**src/rtl/cpu_pkg.sv**
```systemverilog
// cpu_pkg: shared exception cause codes, PC mux selects and exception-unit states
package cpu_pkg;
    localparam logic [1:0] CAUSE_NONE   = 2'd0;
    localparam logic [1:0] CAUSE_OPCODE = 2'd1;
    localparam logic [1:0] CAUSE_OVF    = 2'd2;
    localparam logic [1:0] CAUSE_DIV0   = 2'd3;
    localparam logic [2:0] PCSRC_NONE   = 3'd0;
    localparam logic [2:0] PCSRC_EPC    = 3'd4;
    localparam logic [2:0] PCSRC_EXC    = 3'd5;
    typedef enum logic [2:0] {S_IDLE, S_REQ, S_WAIT, S_JUMP, S_RET} exc_state_t;
endpackage

```
**src/rtl/exception_unit.sv**
```systemverilog
// exception_unit: saves EPC, fetches the handler byte from the vector table and requests PC loads
module exception_unit
    import cpu_pkg::*;
#(
    parameter logic [31:0] VEC_BASE    = 32'd252,
    parameter int          MEM_LATENCY = 1,
    parameter logic [31:0] PC_STEP     = 32'd4
) (
    input  logic        clk,
    input  logic        reset_n,
    input  logic [31:0] pc_in,
    input  logic        exc_opcode,
    input  logic        exc_overflow,
    input  logic        exc_divzero,
    input  logic        rfe,
    input  logic [31:0] mem_data,
    output logic [31:0] mem_addr,
    output logic        mem_rd,
    output logic [31:0] epc,
    output logic [31:0] handler_addr,
    output logic [2:0]  pc_source,
    output logic        pc_write,
    output logic        busy,
    output logic [1:0]  cause
);
    exc_state_t r_state, w_next;
    logic [2:0] r_cnt;
    logic       w_exc;
    logic [1:0] w_cause;
    logic       w_unused;

    assign w_unused = ^mem_data[31:8];
    assign w_exc    = exc_opcode | exc_overflow | exc_divzero;
    assign w_cause  = exc_opcode ? CAUSE_OPCODE : exc_overflow ? CAUSE_OVF : CAUSE_DIV0;

    always_comb begin
        w_next = r_state;
        case (r_state)
            S_IDLE:  w_next = w_exc ? S_REQ : rfe ? S_RET : S_IDLE;
            S_REQ:   w_next = S_WAIT;
            S_WAIT:  w_next = (r_cnt <= 3'd1) ? S_JUMP : S_WAIT;
            default: w_next = S_IDLE;
        endcase
    end

    // epc only loads from IDLE, so a nested exception cannot clobber it
    always_ff @(posedge clk or negedge reset_n) begin
        if (!reset_n) begin
            r_state      <= S_IDLE;
            r_cnt        <= 3'd0;
            epc          <= 32'd0;
            handler_addr <= 32'd0;
            mem_addr     <= 32'd0;
            cause        <= CAUSE_NONE;
        end else begin
            r_state <= w_next;
            if (r_state == S_IDLE && w_exc) begin
                cause    <= w_cause;
                epc      <= pc_in - PC_STEP;
                mem_addr <= VEC_BASE + {30'd0, w_cause};
            end
            if (r_state == S_REQ)
                r_cnt <= 3'(MEM_LATENCY);
            if (r_state == S_WAIT) begin
                r_cnt <= r_cnt - 3'd1;
                if (r_cnt <= 3'd1)
                    handler_addr <= {24'd0, mem_data[7:0]};
            end
        end
    end

    assign mem_rd    = r_state == S_REQ;
    assign pc_write  = r_state == S_JUMP || r_state == S_RET;
    assign pc_source = r_state == S_JUMP ? PCSRC_EXC : r_state == S_RET ? PCSRC_EPC : PCSRC_NONE;
    assign busy      = r_state != S_IDLE;
endmodule

```
**config.mk**
```make
export PLATFORM = sky130hd
export DESIGN_NAME = exception_unit
export DESIGN_NICKNAME = d
export VERILOG_FILES = /design/src/rtl/cpu_pkg.sv /design/src/rtl/exception_unit.sv
export SDC_FILE = /design/constraint.sdc
export NUM_CORES = 1
export LEC_CHECK = 0
export ABC_AREA = 1
export ABC_CLOCK_PERIOD_IN_PS = 2600
export CAP_MARGIN = 20
export CORE_MARGIN = 2
export CORE_UTILIZATION = 43
export CTS_CLUSTER_SIZE = 20
export DETAILED_ROUTE_END_ITERATION = 7
export PLACE_DENSITY = 0.95
export SLEW_MARGIN = 40
export SYNTH_ARGS = -nofsm -noshare
export SYNTH_HDL_FRONTEND = slang
export SYNTH_SLANG_ARGS = --single-unit
export TNS_END_PERCENT = 100
```
**constraint.sdc**
```tcl
create_clock -name clk -period 2.6 [get_ports clk]
set_clock_uncertainty 0.1 [all_clocks]
set_input_delay 0.52 -clock clk [delete_from_list [all_inputs] [get_ports clk]]
set_output_delay 0.52 -clock clk [all_outputs]
set_load 0.02 [all_outputs]
```
# == After elaboration in Yosys (flattened, before gate mapping) ==
# Cells that the tools add are included.
# word_totals
register_bits,80
input_bits,70
output_inout_bits,104
wordCells,32
# op_classes
addsub,3
order_cmp,1
n_eq_ne,4
muxes,10
bitwise_logic,2
n_reduce_logical,6
# op_table
operator,n
$sub 32x3->32 const B,1
$mux 3,6
$add 8x2->9 const A,1
$pmux 3 s3,1
$eq 3x2->1 const B,2
$eq 3x1->1 const B,1
$eq 3x3->1 const B,1
$le 3x1->1 const B,1
$logic_not 3->1,1
$reduce_bool 3->1,1
$sub 3x1->3 const B,1
$mux 1,2
$mux 2,1
$or 1x1->1,2
$reduce_and 2->1,1
$reduce_bool 2->1,1
$logic_and 1x1->1,1
$logic_or 1x1->1,1

# == Longest topological paths before layout ==
# Gate-level depths: netlist of run 1.
# depth
ltp_word,4
mapped_depth,10
ltp_nobuf,10

# == Worst setup path after synthesis of run 1 ==
# OpenSTA, ideal clock, no wires.
# synth_path
path_kind,register to output
start,register r_state[2]
end,output port pc_source[2]
t_arrival_ns,1.157
required_ns,1.980
path_slack_ns,0.823
path_stages_with_launch,5
path_buffers,1
cell_sequence,dfrtp_1 -> inv_1 -> nand2_1 -> o22ai_1 -> buf_4
# synth_via
elab_chain_len,3
word_cells_on_any_way,4
cone_classes,eq/ne: 2; mux: 2
# synth_rtl
element,line,source
"start, declared",exception_unit.sv:26,"exc_state_t r_state, w_next;"
"start signal, assigned",exception_unit.sv:56,r_state <= w_next;
$eq 3x3->1,exception_unit.sv:74,assign pc_source = r_state == S_JUMP ? PCSRC_EXC : r_state == S_RET ? PCSRC_EPC : PCSRC_NONE;
$mux 3,exception_unit.sv:74,
$mux 3 (*),exception_unit.sv:74,
"end, declared",exception_unit.sv:21,"output logic [2:0] pc_source,"
# Mark *: on every way between the ends. The rest lies on a longest branch, timed or not.

# == Worst setup path in the final report of run 1 ==
# Ends and elaborated chain as after synthesis.

==> results of run 1 <==
## routing by layer
metal,share of wire,global-route usage,vias up
met2,0.52,0.364,126
met4,0.020,0.0538,0
met3,0.065,0.0376,16
li1,-,-,1407
met5,0,0,-
met1,0.40,0.229,1317
## placed cells by master, fill, tap and decap left out, types with 2 or more instances in the layout
master / netlist / routed
nand2_1: 116 / 116
clkdlybuf4s50_1: 0 / 99
nor2_1: 60 / 60
conb_1: 1 / 49
dfrtp_1: 49 / 49
inv_1: 34 / 34
nand3_1: 16 / 16
o21ai_1: 12 / 12
o21ai_2: 11 / 10
xor2_1: 8 / 8
o21ai_0: 8 / 8
nor2_2: 7 / 7
nand2_2: 6 / 6
clkbuf_8: 0 / 6
o21bai_1: 5 / 5
nand4_1: 4 / 4
xnor2_1: 4 / 4
a21oi_1: 4 / 4
inv_2: 3 / 3
nor2_4: 3 / 3
ha_1: 3 / 3
o22ai_1: 2 / 2
nand2_4: 2 / 2
a31oi_1: 2 / 2
buf_4: 59 / 2
## cell type report
class	instances	area [µm²]
Clock buffer	6	82.6
Tap cell	99	124
Inverter	37	139
Fill cell	641	3060
Sequential cell	49	1230
Multi-Input combinational cell	325	1550
Clock inverter	2	37.5
Timing Repair Buffer	103	1030
## worst max-delay path: stages (launching register included)
cell and delay [ns]:
dfrtp_1 0.40, inv_1 0.09, nand2_1 0.09, o22ai_1 0.20
clkdlybuf4s50_1 0.64
## power by group through the flow
stage	combinational, mW	sequential [mW]	clock [mW]
2_1_floorplan	1.04	1.72	0
3_3_place_gp	2.28	1.33	0
3_5_place_dp	2.36	1.35	0
4_1_cts	2.37	1.34	0.589
5_1_grt	2.55	1.38	0.615
6_report	2.35	1.33	0.576
## metrics by stage
| stage | util | power (mW) | std cells |
|---|---|---|---|
| finish | 0.578 | 4.26 | 621 |
| floorplan | - | 2.76 | 476 |
| detailed placement | 0.560 | 3.71 | 613 |
| CTS | 0.577 | 4.29 | 621 |
| global placement | 0.560 | 3.61 | 613 |
| global route | 0.578 | 4.55 | 621 |
## how the worst min path moves through the flow
stage	from	endpoint	slack (ns)	depth (start not counted)
after global placement	handler_addr[4]$_DFFE_PN0P_	handler_addr[4]$_DFFE_PN0P_	0.36	2
after detailed placement	epc[28]$_DFFE_PN0P_	epc[28]$_DFFE_PN0P_	0.36	2
final	reset_n	epc[15]$_DFFE_PN0P_	0.1	1
after global routing	reset_n	r_state[2]$_DFF_PN0_	0.13	1
after CTS	reset_n	r_state[0]$_DFF_PN0_	0.11	1
after floorplan	reset_n	cause[0]$_DFFE_PN0P_	0.12	0
## cell families (layout without fill, tap and decap cells)
kind of cell | count (synthesis) | in the layout | share of synthesized area
and+or+nand+nor | 216 | 216 | 0.289
xor gates and xnor gates | 12 | 12 | 0.0327
other | 1 | 49 | 0.00117
adders and majority gates | 3 | 3 | 0.0117
DFF | 49 | 49 | 0.382
AOI/OAI and AO/OA | 45 | 45 | 0.0892
buffers and inverters | 102 | 148 | 0.194
## registers in the layout (all words and copies together) (netlist names)
register	cells
r_state	3
r_cnt	3
mem_addr	2
cause	1
handler_addr	8
epc	32
==> metrics.cfg, run 1 <==
[status]
status = complete, no violations

[setup_path]
reg2reg_from = r_state[1]$_DFF_PN0_
path_class = flop to output pin
rr_endpoint = epc[23]$_DFFE_PN0P_
start_kind = flop
cp.arrival_ns = 1.73
cp.required_ns = 1.98
critPathCaptureType = output pin
reg2reg_setup_slack_ns = 1.04
startpoint = r_state[2]$_DFF_PN0_
cp-endpoint = pc_source[2]
worstRegToRegCells = 7
cp_max_fo = 3

[clock_tree]
cts_setup_buffers = 0
insertion_delay_ns = 0.30
ctsHoldBuffers = 0
cts_tree = built
cts.sinks = 49
root_buffer = clkbuf_8
cts_buffer_depth = 2
cts.htree.levels = 2
ctsResizeCount = 0
numCtsBuffers = 5
cts.clk_slew.worst_paths_ns = 0.09

[timing]
rsz0062_at_grt = no
period_minus_slack_ns = 2.35
fin_hold_ws_ns = 0.0956
setup_viol = 0
min_period_over_period = 0.906
worst_pin_slew_ns = 0.561
timing.fmax_mhz = 425
timing_hold_violations_final = 0
finalSetupTns_ns = 0
drv_slew = 0
max_slew_margin = 0.626
fin_ws_ns = 0.245

[yosys]
ys_ff_latch = 49
ys.flop_type = dfrtp_1
synth_common_cells = 116 x nand2_1, 60 x nor2_1, 59 x buf_4
synthArstFlopShare = 1.00
ys_top_cells_by_area = dfrtp_1 38%, buf_4 14%, nand2_1 14%
yosysWarnings = 0
yosysUniqueCellTypes = 28
synthCells = 428
postSynthAreaPerCell_um2 = 7.51
seq_area_frac_synth = 0.382
syn_area_um2 = 3210
synth-edff-count = 0
yosysTopAreaCell = dfrtp_1
yosysMostFrequentCell = nand2_1
synth_top_area_share = 0.382

[placement]
dp_slack_ns = 0.393
place.gp.congestion = 0.909
port_buffers = 100
placed_area_um2 = 4060
hpwl_mm = 6.44

[finish]
diodes = 0
drive_gt1_frac = 0.0862
fin_area_um2 = 4190
nNetsFinal = 594
syn2layout_area_growth_pct = 30.4

[pwr]
p_leak_nw = 1.97
p_comb_frac = 0.553
power.switching_mw = 1.81
p_int_mw = 2.45
p_sw_frac = 0.425
power.share.clock = 0.135
ir_drop_mv = 0.453
pwr_density_cell_nw_per_um2 = 1020
seqPwrFrac = 0.312

[drt]
dr.pass1.iters = 4
drt.antenna.violating_nets = 0
drtIter0Drc = 158
post_drt_via_cell_ratio = 4.62
wirelength_mm = 8.00
drc = 0
wire_per_inst_um = 12.9
vias = 2866

[die]
chipWidth_um = 90.4
core-area_um2 = 7250
rows = 31
die-area_um2 = 8180
io_pins = 174
die_y_um = 90.4
initial_core_util = 0.443

[global_route]
grt_pass1_wl_mm = 13.0
overflow = 0
antenna_found_initial = 0
track_usage = 0.196
grt_max_degree = 50
grt_pass1_vias = 2781

[run]
drv_cap = 0

[worst_hold_path]
worstHoldPathType = primary input to async pin

Note: power is estimated with default switching activity, not from simulation.
==> run 2: changes to the inputs <==
Settings changed: CTS_CLUSTER_DIAMETER set to 80, SKIP_CTS_REPAIR_TIMING set to 1.
==> results of run 2 <==
Same layout as run 1: the final DEF is identical, and so are final timing and power.
